`config.mk`:
```
export PLATFORM = sky130hd
export DESIGN_NAME = pro_uart_meas_flat
export DESIGN_NICKNAME = d
export VERILOG_FILES = /design/src/rtl/pro_uart_meas_if.sv /design/src/rtl/pro_uart_meas.sv /design/src/flat_wrapper.sv
export SDC_FILE = /design/constraint.sdc
export NUM_CORES = 1
export LEC_CHECK = 0
export ABC_AREA = 1
export BUFFER_PORTS_ARGS = -buffer_cell sky130_fd_sc_hd__buf_2
export CAP_MARGIN = 40
export CORE_ASPECT_RATIO = 1.4
export CORE_MARGIN = 1
export CORE_UTILIZATION = 30
export DETAILED_ROUTE_END_ITERATION = 12
export PLACE_DENSITY_LB_ADDON = 0.05
export SLEW_MARGIN = 5
export SYNTH_ARGS = -nofsm -noshare
export SYNTH_HDL_FRONTEND = slang
export SYNTH_SLANG_ARGS = --single-unit
```
`constraint.sdc`:
```
create_clock -name clk -period 9.12 [get_ports clk]
set_input_delay 0.456 -clock clk [delete_from_list [all_inputs] [get_ports clk]]
set_output_delay 0.456 -clock clk [all_outputs]
set_load 0.02 [all_outputs]
```
`src/rtl/pro_uart_meas_if.sv`:
```
// rtl/pro_uart_meas_if.sv - Signal and result bundle for the frequency/phase meter
//   sig_in  : reference square wave A (asynchronous)
//   sig_in1 : second square wave B (asynchronous)
//   phase   : B lag relative to A (raw clocks, or 0.1 deg with PHASE_DEG_EN)
//   pinlv   : rising edges of A in the last complete gate
interface pro_uart_meas_if;
    logic        sig_in;
    logic        sig_in1;
    logic [31:0] phase;
    logic [31:0] pinlv;

    modport master (output sig_in, output sig_in1, input phase, input pinlv);
    modport slave  (input sig_in, input sig_in1, output phase, output pinlv);
endinterface

```
`src/rtl/pro_uart_meas.sv`:
```
// rtl/pro_uart_meas.sv - Dual-input frequency and phase-lag meter
//   clk   : system clock
//   rst_n : asynchronous reset, active HIGH (name inherited)
//   io    : slave modport carrying sig_in, sig_in1 in and phase, pinlv out
//   Optional macro PHASE_DEG_EN: phase = floor(D*3600/P) via a sequential
//   restoring divider; otherwise phase = D in clock cycles.
module pro_uart_meas #(
    parameter int GATE_CYCLES = 50_000_000,
    parameter int DIV_W       = 32
) (
    input  logic           clk,
    input  logic           rst_n,
    pro_uart_meas_if.slave io
);
    localparam logic [31:0] GATE_LAST = 32'(GATE_CYCLES - 1);
    localparam logic [31:0] CNT_MAX   = 32'hFFFF_FFFF;

    typedef enum logic [1:0] {IDLE, WAIT_B, WAIT_A, DIV} state_t;

    // pipe[0], pipe[1]: synchronizer stages; pipe[2]: previous synced value
    logic [2:0]  a_pipe_q, a_pipe_d, b_pipe_q, b_pipe_d;
    logic        rise_a_q, rise_a_d, rise_b_q, rise_b_d;
    logic [31:0] gate_q, gate_d, edge_q, edge_d, pinlv_q, pinlv_d, edge_inc;
    state_t      state_q, state_d;
    logic [31:0] per_q, per_d, dly_q, dly_d, per_inc, dly_inc;
    logic [31:0] d_lat_q, d_lat_d, phase_q, phase_d;

`ifdef PHASE_DEG_EN
    localparam int STEP_W = $clog2(DIV_W + 2);

    logic [31:0]       p_lat_q, p_lat_d;
    logic [STEP_W-1:0] step_q, step_d;
    logic [DIV_W-1:0]  rem_q, rem_d, quo_q, quo_d, dvs_q, dvs_d, dividend;
    logic [DIV_W:0]    rem_sh;
    logic [43:0]       prod;
`endif

    always_comb begin
        a_pipe_d = {a_pipe_q[1:0], io.sig_in};
        b_pipe_d = {b_pipe_q[1:0], io.sig_in1};
        rise_a_d = a_pipe_q[1] & ~a_pipe_q[2];
        rise_b_d = b_pipe_q[1] & ~b_pipe_q[2];

        // Frequency gate
        gate_d   = gate_q + 32'd1;
        edge_d   = edge_q;
        pinlv_d  = pinlv_q;
        edge_inc = (edge_q == CNT_MAX) ? edge_q : edge_q + 32'd1;
        if (gate_q == GATE_LAST) begin
            gate_d  = '0;
            // An edge landing on the terminal cycle still belongs to this gate
            pinlv_d = rise_a_q ? edge_inc : edge_q;
            edge_d  = '0;
        end else if (rise_a_q) begin
            edge_d = edge_inc;
        end

        // Phase FSM
        state_d = state_q;
        per_d   = per_q;
        dly_d   = dly_q;
        d_lat_d = d_lat_q;
        phase_d = phase_q;
        per_inc = per_q + 32'd1;
        dly_inc = dly_q + 32'd1;
`ifdef PHASE_DEG_EN
        p_lat_d  = p_lat_q;
        step_d   = step_q;
        rem_d    = rem_q;
        quo_d    = quo_q;
        dvs_d    = dvs_q;
        prod     = 44'(d_lat_q) * 44'd3600;
        dividend = ((prod >> DIV_W) != 44'd0) ? '1 : DIV_W'(prod);
        rem_sh   = {rem_q, quo_q[DIV_W-1]};
`endif

        case (state_q)
            IDLE: begin
                if (rise_a_q) begin
                    per_d   = '0;
                    dly_d   = '0;
                    state_d = WAIT_B;
                end
            end
            WAIT_B: begin
                per_d = per_inc;
                dly_d = dly_inc;
                if (per_q == CNT_MAX || dly_q == CNT_MAX) begin
                    per_d   = per_q;
                    dly_d   = dly_q;
                    state_d = IDLE;
                end else if (rise_b_q && rise_a_q) begin
                    // B edge is taken first, so the coincident A edge closes the period
                    d_lat_d = dly_inc;
`ifdef PHASE_DEG_EN
                    p_lat_d = per_inc;
`endif
                    state_d = DIV;
                end else if (rise_b_q) begin
                    state_d = WAIT_A;
                end else if (rise_a_q) begin
                    // A full period without a B edge: drop it and start over
                    per_d = '0;
                    dly_d = '0;
                end
            end
            WAIT_A: begin
                per_d = per_inc;
                if (per_q == CNT_MAX) begin
                    per_d   = per_q;
                    state_d = IDLE;
                end else if (rise_a_q) begin
                    d_lat_d = dly_q;
`ifdef PHASE_DEG_EN
                    p_lat_d = per_inc;
`endif
                    state_d = DIV;
                end
            end
            DIV: begin
`ifdef PHASE_DEG_EN
                step_d = step_q + 1'b1;
                if (step_q == '0) begin
                    rem_d = '0;
                    quo_d = dividend;
                    dvs_d = DIV_W'(p_lat_q);
                end else if (step_q <= STEP_W'(DIV_W)) begin
                    // Quotient bits shift in where dividend bits shift out
                    if (rem_sh >= {1'b0, dvs_q}) begin
                        rem_d = DIV_W'(rem_sh - {1'b0, dvs_q});
                        quo_d = {quo_q[DIV_W-2:0], 1'b1};
                    end else begin
                        rem_d = DIV_W'(rem_sh);
                        quo_d = {quo_q[DIV_W-2:0], 1'b0};
                    end
                end else begin
                    phase_d = (dvs_q == '0) ? 32'd0 : 32'(quo_q);
                    step_d  = '0;
                    state_d = IDLE;
                end
`else
                phase_d = 32'(DIV_W'(d_lat_q));
                state_d = IDLE;
`endif
            end
            default: state_d = IDLE;
        endcase
    end

    always_ff @(posedge clk or posedge rst_n) begin
        if (rst_n) begin
            a_pipe_q <= '0;
            b_pipe_q <= '0;
            rise_a_q <= 1'b0;
            rise_b_q <= 1'b0;
            gate_q   <= '0;
            edge_q   <= '0;
            pinlv_q  <= '0;
            state_q  <= IDLE;
            per_q    <= '0;
            dly_q    <= '0;
            d_lat_q  <= '0;
            phase_q  <= '0;
`ifdef PHASE_DEG_EN
            p_lat_q  <= '0;
            step_q   <= '0;
            rem_q    <= '0;
            quo_q    <= '0;
            dvs_q    <= '0;
`endif
        end else begin
            a_pipe_q <= a_pipe_d;
            b_pipe_q <= b_pipe_d;
            rise_a_q <= rise_a_d;
            rise_b_q <= rise_b_d;
            gate_q   <= gate_d;
            edge_q   <= edge_d;
            pinlv_q  <= pinlv_d;
            state_q  <= state_d;
            per_q    <= per_d;
            dly_q    <= dly_d;
            d_lat_q  <= d_lat_d;
            phase_q  <= phase_d;
`ifdef PHASE_DEG_EN
            p_lat_q  <= p_lat_d;
            step_q   <= step_d;
            rem_q    <= rem_d;
            quo_q    <= quo_d;
            dvs_q    <= dvs_d;
`endif
        end
    end

    assign io.phase = phase_q;
    assign io.pinlv = pinlv_q;
endmodule

```
`src/flat_wrapper.sv`:
```
// flat-port wrapper written by rule: the top's interface ports become plain ports
module pro_uart_meas_flat 
#(
    parameter int GATE_CYCLES = 50_000_000,
    parameter int DIV_W       = 32
)
  (clk, rst_n, io_sig_in, io_sig_in1, io_phase, io_pinlv);
  pro_uart_meas_if io_i ();
  input  logic clk;
  input  logic rst_n;
  input wire logic [$bits(io_i.sig_in)-1:0] io_sig_in;
  input wire logic [$bits(io_i.sig_in1)-1:0] io_sig_in1;
  output wire logic [$bits(io_i.phase)-1:0] io_phase;
  output wire logic [$bits(io_i.pinlv)-1:0] io_pinlv;
  assign io_i.sig_in = io_sig_in;
  assign io_i.sig_in1 = io_sig_in1;
  assign io_phase = io_i.phase;
  assign io_pinlv = io_i.pinlv;
  pro_uart_meas #(.GATE_CYCLES(GATE_CYCLES), .DIV_W(DIV_W)) u_core (.clk(clk), .rst_n(rst_n), .io(io_i));
endmodule
```
==> results.md, run 1 <==
- Place WS: 6.15 ns
- Most common cell after layout, fill and taps aside: nand2_1
- Top cell type's share of synthesized area: 0.450
- CTS Buffer Depth: 3
- DR DRC count: 0
- Total GRT Usage: 0.172
- Reg area: 5860 um^2
- Top cell by count, worst path: nand2_2
- Hold WC Path Type: reg2reg
- Synthesized netlist cell count: 1742
- Row cnt: 89
- Commonest non-fill, non-tap cells in the layout: nand2_1 (633), dfrtp_1 (234), nor2_1 (192), inv_1 (153), nand3_1 (105)
- Crit-path max cell delay: 0.63 ns
- Routed WL: 36700 um
- Die Height: 248 um
- Count of pins over their slew limit: 0
- CTS Buf Count: 27
- Pwr dens: 190 nW/um^2
- DR iter-0 viols: 415
- Final critical-path setup slack: 6.25 ns
- Hpwl dp: 26800 um
- Final setup violation count: 0
- Multi-input gate area: 6310 um^2
- Synth Net Count: 1755
- CP cell instances: ha_1 -> nand2_2 -> nor2_4 -> nand2_2 -> nor2_4 -> nand2_2 -> nand2_2 -> nand2_4 -> nand3_2 -> nor2_4 -> nand2_1 -> nand2_1
- Status: finished, final reports clean
- Initial antenna violation count: 0
- Via density: 4.62
- Crit path kind: reg2reg
- Initial Utilization: 0.306
- Setup TNS Final: 0 ns
- Fill cell count: 4517
- Top cells by area, synth: dfrtp_1 (45%), nand2_1 (18%), nor2_1 (5.6%), inv_1 (4.4%), nand3_1 (4.0%)
- Final hold vios: 0
- CP Max Fanout: 34
- Final net count: 1820
- Via count: 11000
- Slew @ Worst Pin: 0.817 ns
- First-pass GRT wire length: 59500 um
- CP arrival: 3.35 ns
- Clk_skew: 0.00778 ns
- Netlist cell types: 38
- Sink Count: 234
- Grt ovf: 0
- Worst vdd ir: 0.000117 V
- Rel. slew slack: 0.455
- Vias in the first global route: 11100
- Max Clk Rate: 348 MHz
- CTS clk-pin slew, worst paths: 0.06 ns
- Max_cap viols: 0
- Die width: 178 um
- Leak: 0.00724 uW
- Post-route ant nets: 0
- Clock latency on the worst-skew pair: 0.55 ns
- Tcrit/Tclk final: 0.315
- Mapped Area: 13000 um^2
- Pre-antenna DRT Iters: 5
- Layout cells sized above 1: 0.111
- WL per Instance: 15.5 um
- IO Pins: 68
- Syn Area/Cell: 7.46 um^2
- Critical Path RT: 9.60 ns
- Startpoint class of the critical path: flop
- RSZ-0062 raised after global routing: false
- Post-CTS Resized: 0
- Core area: 42400 um^2
- Die Area: 44200 um^2
- Seq/Total Area, Yosys: 0.450
- Seq cells post-synth: 234
- Area leader, netlist: dfrtp_1
- IO buf count: 67
- H-Tree Level Count: 1
- TritonCTS clock tree: yes
- Yosys Warn Count: 0
- Fin util: 0.351
- Layout area overhead: 14.6%
- Final total power: 2840 uW
- Min cycle time layout: 2.87 ns
- Worst path slowest cell: nor2_4
- Largest net degree at the start of global routing: 74
- GP Congestion: 0.858
- Antenna cell count: 0
- CTS Root Cell: clkbuf_16
- Worst setup EP type: flop
## cell usage after synthesis
cell / n
nor3_1: 36
o21ai_2: 10
nand3_1: 105
a21oi_1: 19
nor4_1: 7
mux2_2: 32
nand2_1: 633
buf_2: 18
clkbuf_1: 19
inv_2: 2
ha_1: 9
nor2_1: 194
mux2i_1: 1
o211ai_1: 7
nand3_2: 4
buf_1: 4
xor2_1: 51
o21bai_1: 2
o2111ai_1: 7
nor3b_1: 3
dfrtp_1: 234
clkinv_1: 1
o21ai_1: 16
nand2_4: 2
nand3b_1: 14
nor2_4: 6
o21ai_0: 68
nand4_2: 1
nor2_2: 5
or2_2: 1
buf_6: 4
inv_1: 154
buf_4: 5
nand2_2: 10
xnor2_1: 19
o22ai_1: 1
nand4_1: 31
and2_1: 7
## where the power goes
| part | internal [uW] | switching (uW) | total, uW | leakage [uW] |
|---|---|---|---|---|
| clock | 614 | 459 | 1070 | 0.000413 |
| combinational | 168 | 405 | 572 | 0.00365 |
| sequential | 1120 | 74.0 | 1190 | 0.00317 |
## cells by family after synthesis
family | share of synthesized area
buffers and inverters | 0.0653
muxes | 0.0285
DFF | 0.450
and+or+nand+nor | 0.343
adders and majority gates | 0.00866
AOI/OAI and AO/OA | 0.0568
xor gates and xnor gates | 0.0472
## timing repair
| action | in CTS | in global routing |
|---|---|---|
| hold buffers | 3 | 0 |
| hold endpoints to repair | 52 | 0 |
| setup buffers | 0 | 0 |
## worst paths after layout
kind	startpoint	endpoint	slack, ns	depth (start not counted)
max	u_core.per_q[0]	u_core.per_q[22]	6.25	12
min	u_core.a_pipe_q[0]	u_core.a_pipe_q[1]	0.35	0
max reg2reg	u_core.per_q[0]	u_core.per_q[22]	6.25	12
min reg2reg	u_core.a_pipe_q[0]	u_core.a_pipe_q[1]	0.35	0
max in group asynchronous	rst_n	u_core.d_lat_q[30]	7.02	6
min in group asynchronous	rst_n	u_core.gate_q[30]	0.48	3
## cell type report
class                   count  share of cell area
multi-input cells        1301               0.423
well taps                 546              0.0459
flip-flops and latches    234               0.393
inverters                 157              0.0401
clock buffers              37              0.0512
repair buffers             86              0.0396
clock inverters            11             0.00680
## flip-flops by register name, indices dropped and copies added (netlist names)
name             cells
u_core.a_pipe_q      3
u_core.edge_q       32
u_core.gate_q       32
u_core.state_q       2
u_core.d_lat_q      32
u_core.io.phase     32
u_core.per_q        32
u_core.b_pipe_q      3
u_core.rise_a_q      1
u_core.io.pinlv     32
u_core.dly_q        32
u_core.rise_b_q      1
## metrics by stage
step                      cells  hold slack [ns]  cell area (um^2)
after global routing       2372            0.358             14900
after detailed placement   2321            0.342             14000
final                      2372            0.351             14900
after CTS                  2372            0.356             14900
after global placement     2314            0.337             13800
after floorplan            1742            0.331             13000
## worst max-delay path, delay by kind of cell, from the launching register on
family / cells / cell delay [ns]
adder cells (fa/ha/maj): 1 / 0.31
AND/OR/NAND/NOR: 11 / 2.04
flip-flops: 1 / 0.43
## per-layer routing
metal | part of all wire | vias to the layer above | global-route usage
li1 | - | 5672 | -
met1 | 0.41 | 5105 | 0.196
met2 | 0.54 | 144 | 0.326
met3 | 0.025 | 49 | 0.0192
met4 | 0.026 | 0 | 0.0568
met5 | 0 | - | 0
Note: power is estimated with default switching activity, not from simulation.
==> inputs of run 2 (changes only) <==
clock period = 2.6 ns   (was 9.12 ns; I/O delays follow)
==> run 2 against run 1 <==
Total power grew to 3.6 times the previous value. Sequential cell count unchanged. Cell area rose by 0.85%. Wire length up 0.50%. Register-to-register slack worse by 5.9 ns. Die area stayed put. Via count up 1.1%. Clock-buffer cell count unchanged. Combinational power increased to 3.7 times the previous value. Final cell count is 0.55% higher. Global-route usage is 0.27 points higher. Critical path type unchanged. Largest cell class unchanged.
==> results.md, run 2 (synthesis gave the netlist of run 1 again) <==
- Status: finished, final reports clean
- Critical path's top delay family: simple AND/OR/NAND/NOR gates
- Multi-input gate area: 6300 um^2 (about the same)
- Net Sw Frac: 0.323 (-0.00752)
- Reg2reg start: u_core.edge_q[0]
- CTS Buf Count: 27 (unchanged)
- Tcrit/Tclk final: 0.871 (+0.556)
- Core area: 42400 um^2 (unchanged)
- Min cycle time layout: 2.27 ns (-0.605 ns)
- Setup TNS Final: 0 ns (unchanged)
- CTS Buffer Depth: 3 (unchanged)
- Final net count: 1835 (+0.82%)
- Comb pwr share: 0.206 (+0.004)
- WL per Instance: 15.5 um (about the same)
- CP arrival: 2.74 ns (-0.61 ns)
- Antenna cell count: 0 (unchanged)
- Crit path from: u_core.edge_q[0]
- Crit-path max cell delay: 0.43 ns (-0.20 ns)
- Crit path depth: 9 (-3)
- Cell-internal power: 6920 uW (+260%)
- Vias in the first global route: 11300 (+1.8%)
- Row cnt: 89 (unchanged)
- Pre-antenna DRT Iters: 8 (+3)
- Sink Count: 234 (unchanged)
- Worst R2R End: u_core.io.pinlv[12]
- Worst vdd ir: 0.000445 V (+280%)
- Rel. slew slack: 0.653 (+0.198)
- Routed WL: 36900 um (+0.50%)
- Most common cell after layout, fill and taps aside: nand2_1
- Fill cell count: 4608 (+2.0%)
- Part of the power in registers: 0.407 (-0.013)
- Clock group share of total power: 0.388 (+0.010)
- Via count: 11100 (+1.1%)
- IO Pins: 68 (unchanged)
- Psw: 3300 uW (+250%)
- Max Clk Rate: 441 MHz (+27%)
- H-Tree Level Count: 1 (unchanged)
- Critical Path RT: 3.07 ns (-6.53 ns)
- CP Max Fanout: 19 (-44%)
- Crit path kind: reg2reg
- Die width: 178 um (unchanged)
- Post-CTS Setup Bufs: 0 (unchanged)
- DR iter-0 viols: 480 (+16%)
- DR DRC count: 0 (unchanged)
- TritonCTS clock tree: yes
- Total GRT Usage: 0.174 (+0.00270)
- Clock latency on the worst-skew pair: 0.56 ns (about the same)
- Reg area: 5860 um^2 (unchanged)
- Commonest non-fill, non-tap cells in the layout: nand2_1 (633), dfrtp_1 (234), nor2_1 (192), inv_1 (153), nand3_1 (105)
- Slew @ Worst Pin: 0.517 ns (-0.301 ns)
- Final hold vios: 0 (unchanged)
- CTS clk-pin slew, worst paths: 0.06 ns (about the same)
- Post-route ant nets: 0 (unchanged)
- Initial antenna violation count: 0 (unchanged)
- Die Area: 44200 um^2 (unchanged)
- Die Height: 248 um (unchanged)
- Hpwl dp: 26800 um (+0.31%)
- Hold WC Path Type: in2async
- CP cell instances: ha_1 -> inv_1 -> nor2_4 -> nand2_2 -> nor2_4 -> nand3_2 -> nand3_1 -> o21ai_0 -> o21ai_0
- IO buf count: 67 (unchanged)
- Worst setup EP type: flop
- Leak: 0.00732 uW (+1.2%)
- Grt ovf: 0 (unchanged)
- Via density: 4.65 (+0.59%)
- Final setup violation count: 0 (unchanged)
- First-pass GRT wire length: 60700 um (+2.0%)
- Largest net degree at the start of global routing: 81 (+9.5%)
- Layout cells sized above 1: 0.118 (+0.00683)
- Startpoint class of the critical path: flop
- Initial Utilization: 0.306 (unchanged)
- Crit path capture: u_core.io.pinlv[12]
- Bufs and invs on worst path: 1 (+1)
- Layout area overhead: 15.6%
- Max_cap viols: 0 (unchanged)
- RSZ-0062 raised after global routing: false
- GP Congestion: 0.877 (+2.2%)
- Worst path slowest cell: dfrtp_1
- Clk_skew: 0.0197 ns (+0.0120 ns)
- Pwr dens: 681 nW/um^2 (+260%)
- Fin util: 0.354 (+0.00298)
- Count of pins over their slew limit: 0 (unchanged)
- CTS Root Cell: clkbuf_16
- Worst Reg2Reg Path Length in Cells: 9 (-3)
- Reg2reg setup slack: 0.33 ns (-5.91 ns)
## run 2: cell types whose count changed in the layout (fill, tap and decap cells not counted)
| cell | change |
|---|---|
| clkinvlp_4 | -2 |
| inv_8 | -1 |
| bufinv_16 | +2 |
| nor2_4 | -1 |
| buf_12 | +7 |
| buf_16 | -5 |
| buf_6 | -1 |
| clkbuf_1 | -1 |
| nor2_2 | +1 |
| buf_4 | +14 |
| clkinv_4 | -1 |
| clkbuf_8 | +1 |
## run 2: worst min-delay path by stage
stage | from | endpoint | slack (ns) | cells after the start
floorplan | io_sig_in | u_core.a_pipe_q[0] | 0.16 | 0
global placement | rst_n | u_core.io.pinlv[18] | 0.14 | 2
detailed placement | rst_n | u_core.io.pinlv[18] | 0.15 | 2
CTS | rst_n | u_core.io.pinlv[18] | 0.08 | 3
global route | rst_n | u_core.io.pinlv[18] | 0.11 | 3
finish | rst_n | u_core.io.pinlv[18] | 0.11 | 3
## run 2: stage by stage
stage	hold slack, ns	worst slack (ns)	total power [uW]	instance area [um^2]	instances
floorplan	0.161	-0.594	5670	13000	1742
global placement	0.136	0.157	6380	14100	2335
detailed placement	0.147	0.301	6390	14100	2336
CTS	0.0811	0.288	10500	15000	2385
global route	0.114	0.0489	10900	15000	2385
finish	0.108	0.335	10200	15000	2385
## run 2: final cells by class
cell class                 instances  area share
clock buffer                      37      0.0515
clock inverter                     9     0.00866
inverter                         157      0.0395
multi-input combinational       1301       0.420
sequential                       234       0.390
tap                              546      0.0455
timing repair buffer             101      0.0456
## run 2: timing repair
action	in CTS	in global routing
gates resized for setup	0	0
hold endpoints to repair	133	0
hold buffers	3	0
## run 2: layer usage
metal	track usage	part of all wire
met1	0.202	0.42
met2	0.327	0.52
met4	0.0588	0.028
met3	0.0195	0.027
met5	0	0
## run 2: power by group through the flow
stage	registers, uW	clock network, uW	logic [uW]
floorplan	4220	0	1450
global placement	4220	0	2160
detailed placement	4230	0	2160
CTS	4160	4150	2170
global route	4200	4270	2380
finish	4160	3960	2100
## run 2: worst reg2reg max path: cells and delay by family, from the launching register on
| family | cells | cell delay (ns) |
|---|---|---|
| AO/OA/AOI/OAI | 2 | 0.31 |
| adder cells (fa/ha/maj) | 1 | 0.24 |
| buffers and inverters | 1 | 0.09 |
| flip-flops | 1 | 0.43 |
| AND/OR/NAND/NOR | 5 | 1.10 |
==> inputs of run 3 (changes only) <==
CELL_PAD_IN_SITES_DETAIL_PLACEMENT = 0   (was unset)
CELL_PAD_IN_SITES_GLOBAL_PLACEMENT = 1   (was unset)
==> run 3 against run 2 <==
Non-clock buffer count increased by 8. Hold slack improved by 0.093 ns. Clock power up 5%. Clock skew grew 0.0046 ns. Wire length rose by 4.7%. Global-route usage up 0.79 points. Cell area increased by 1.3%. Register-to-register slack got worse by 0.12 ns. Sequential cell count stayed put. Critical path depth shrank 1. Sequential power hardly changed. Critical endpoint is now u_core.dly_q[12].
==> results.md, run 3 (synthesis gave the netlist of run 1 again) <==
- CP cell instances: inv_1 -> ha_1 -> inv_1 -> a21oi_1 -> nand2_4 -> inv_2 -> buf_12 -> o21ai_1
- Post-route ant nets: 0 (unchanged)
- Worst vdd ir: 0.000442 V (-0.65%)
- Final hold vios: 0 (unchanged)
- Placed cell area: 14200 um^2 (+0.80%)
- CTS Buffer Depth: 3 (unchanged)
- RSZ-0062 raised after global routing: false
- Grt ovf: 0 (unchanged)
- Rel. slew slack: 0.585 (-0.0680)
- Reg2reg setup slack: 0.21 ns (-0.12 ns)
- Antenna cell count: 0 (unchanged)
- Crit-path max cell delay: 0.54 ns (+0.11 ns)
- Net Sw Frac: 0.323 (-0.000442)
- DR DRC count: 0 (unchanged)
- Via count: 11200 (+0.50%)
- Row cnt: 89 (unchanged)
- Die width: 178 um (unchanged)
- Status: finished, final reports clean
- Die Height: 248 um (unchanged)
- Final total power: 10500 uW (+3.1%)
- Final Instance Area: 15200 um^2 (+1.3%)
- Fin util: 0.359 (+0.00448)
- Routed WL: 38600 um (+4.7%)
- Final net count: 1844 (+0.49%)
- DR iter-0 viols: 515 (+7.3%)
- Crit path kind: reg2reg
- IO buf count: 67 (unchanged)
- Psw: 3400 uW (+2.9%)
- Hpwl dp: 28000 um (+4.3%)
- Hold WC Path Type: in2async
- TritonCTS clock tree: yes
- First-pass GRT wire length: 63400 um (+4.5%)
- Layout cells sized above 1: 0.125 (+0.00727)
- Clock group share of total power: 0.395 (+0.007)
- Cell-internal power: 7140 uW (+3.1%)
- Tcrit/Tclk final: 0.919 (+0.0479)
- Clk_skew: 0.0243 ns (+0.00459 ns)
- CP arrival: 2.84 ns (+0.10 ns)
- Sink Count: 234 (unchanged)
- Startpoint class of the critical path: flop
- Max_cap viols: 0 (unchanged)
- Core area: 42400 um^2 (unchanged)
- GP Congestion: 0.838 (-4.5%)
- Initial antenna violation count: 0 (unchanged)
- Slew @ Worst Pin: 0.621 ns (+0.105 ns)
- Part of the power in registers: 0.396 (-0.011)
- H-Tree Level Count: 1 (unchanged)
- CTS Root Cell: clkbuf_16
- Min cycle time layout: 2.39 ns (+0.125 ns)
- Pwr dens: 693 nW/um^2 (+1.8%)
- Count of pins over their slew limit: 0 (unchanged)
- Total GRT Usage: 0.182 (+0.00792)
- Die Area: 44200 um^2 (unchanged)
- Most common cell after layout, fill and taps aside: nand2_1
- Leak: 0.00742 uW (+1.4%)
- CTS clk-pin slew, worst paths: 0.06 ns (about the same)
- Clock latency on the worst-skew pair: 0.57 ns (about the same)
- Layout area overhead: 17.0%
- Pre-antenna DRT Iters: 5 (-3)
- CP Max Fanout: 16 (-3)
- Top cell by count, worst path: inv_1
- CTS Buf Count: 28 (+3.7%)
- WL per Instance: 16.1 um (+4.1%)
- Largest net degree at the start of global routing: 59 (-27%)
- Comb pwr share: 0.209 (+0.003)
- Worst path slowest cell: ha_1
- Worst setup EP type: flop
- Initial Utilization: 0.306 (unchanged)
- Max Clk Rate: 418 MHz (-5.2%)
- Final setup violation count: 0 (unchanged)
- Worst R2R End: u_core.dly_q[12]
- Commonest non-fill, non-tap cells in the layout: nand2_1 (633), dfrtp_1 (234), nor2_1 (192), inv_1 (153), nand3_1 (105)
- Reg2reg start: u_core.state_q[1]
- Worst Reg2Reg Path Length in Cells: 8 (-1)
- IO Pins: 68 (unchanged)
- Critical Path RT: 3.05 ns (-0.02 ns)
- Post-CTS Resized: 0 (unchanged)
- Vias in the first global route: 11500 (+2.2%)
- Via density: 4.65 (about the same)
## run 3: area by class of cell
cell class,instances,area [um^2]
fillers,4538,27200
multi-input cells,1301,6310
flip-flops and latches,234,5860
clock buffers,43,888
repair buffers,109,796
well taps,546,683
inverters,157,593
clock inverters,8,92.6
## run 3: worst max path at each step
| stage | slack, ns | endpoint | startpoint | cells past startpoint |
|---|---|---|---|---|
| after floorplan | -0.59 | u_core.a_pipe_q[0] | rst_n | 1 |
| after global placement | 0.11 | u_core.per_q[3] | u_core.per_q[0] | 12 |
| after detailed placement | 0.17 | u_core.dly_q[12] | u_core.state_q[1] | 8 |
| after CTS | 0.19 | u_core.dly_q[12] | u_core.state_q[1] | 8 |
| after global routing | 0.004 | u_core.per_q[20] | u_core.state_q[1] | 9 |
| final | 0.21 | u_core.dly_q[12] | u_core.state_q[1] | 8 |
## run 3: critical path, delay by kind of cell, from the launching register on
kind	cells	cell delay (ns)
AND/OR/NAND/NOR	1	0.12
AO/OA/AOI/OAI	2	0.36
adder cells (fa/ha/maj)	1	0.54
buffers and inverters	4	0.84
flip-flops	1	0.43
## run 3: routing by layer
layer  track usage  routed length [um]  up-vias
met2         0.336               19900      148
met5             0                   0        -
met1         0.220               16700     5222
li1              -                   -     5726
met4        0.0528                 843        0
met3        0.0203                1090       54
## run 3: metrics by stage
step | std cells | setup TNS, ns | hold slack (ns) | setup slack [ns]
after detailed placement | 2344 | 0 | 0.239 | 0.174
final | 2398 | 0 | 0.202 | 0.210
after global routing | 2398 | 0 | 0.200 | 0.00360
after CTS | 2398 | 0 | 0.173 | 0.193
after floorplan | 1742 | -138.97 | 0.161 | -0.594
after global placement | 2343 | 0 | 0.238 | 0.110
## run 3: what timing repair did
item                                   in CTS  in global routing
endpoints found under the hold margin      18                  0
setup buffers                               0                  0
hold buffers                                3                  0
## run 3: power by group through the flow
stage          clock [uW]  sequential (uW)  combinational (uW)
2_1_floorplan           0             4220                1450
3_3_place_gp            0             4230                2260
3_5_place_dp            0             4240                2270
4_1_cts              4340             4180                2280
5_1_grt              4480             4220                2470
6_report             4160             4170                2200
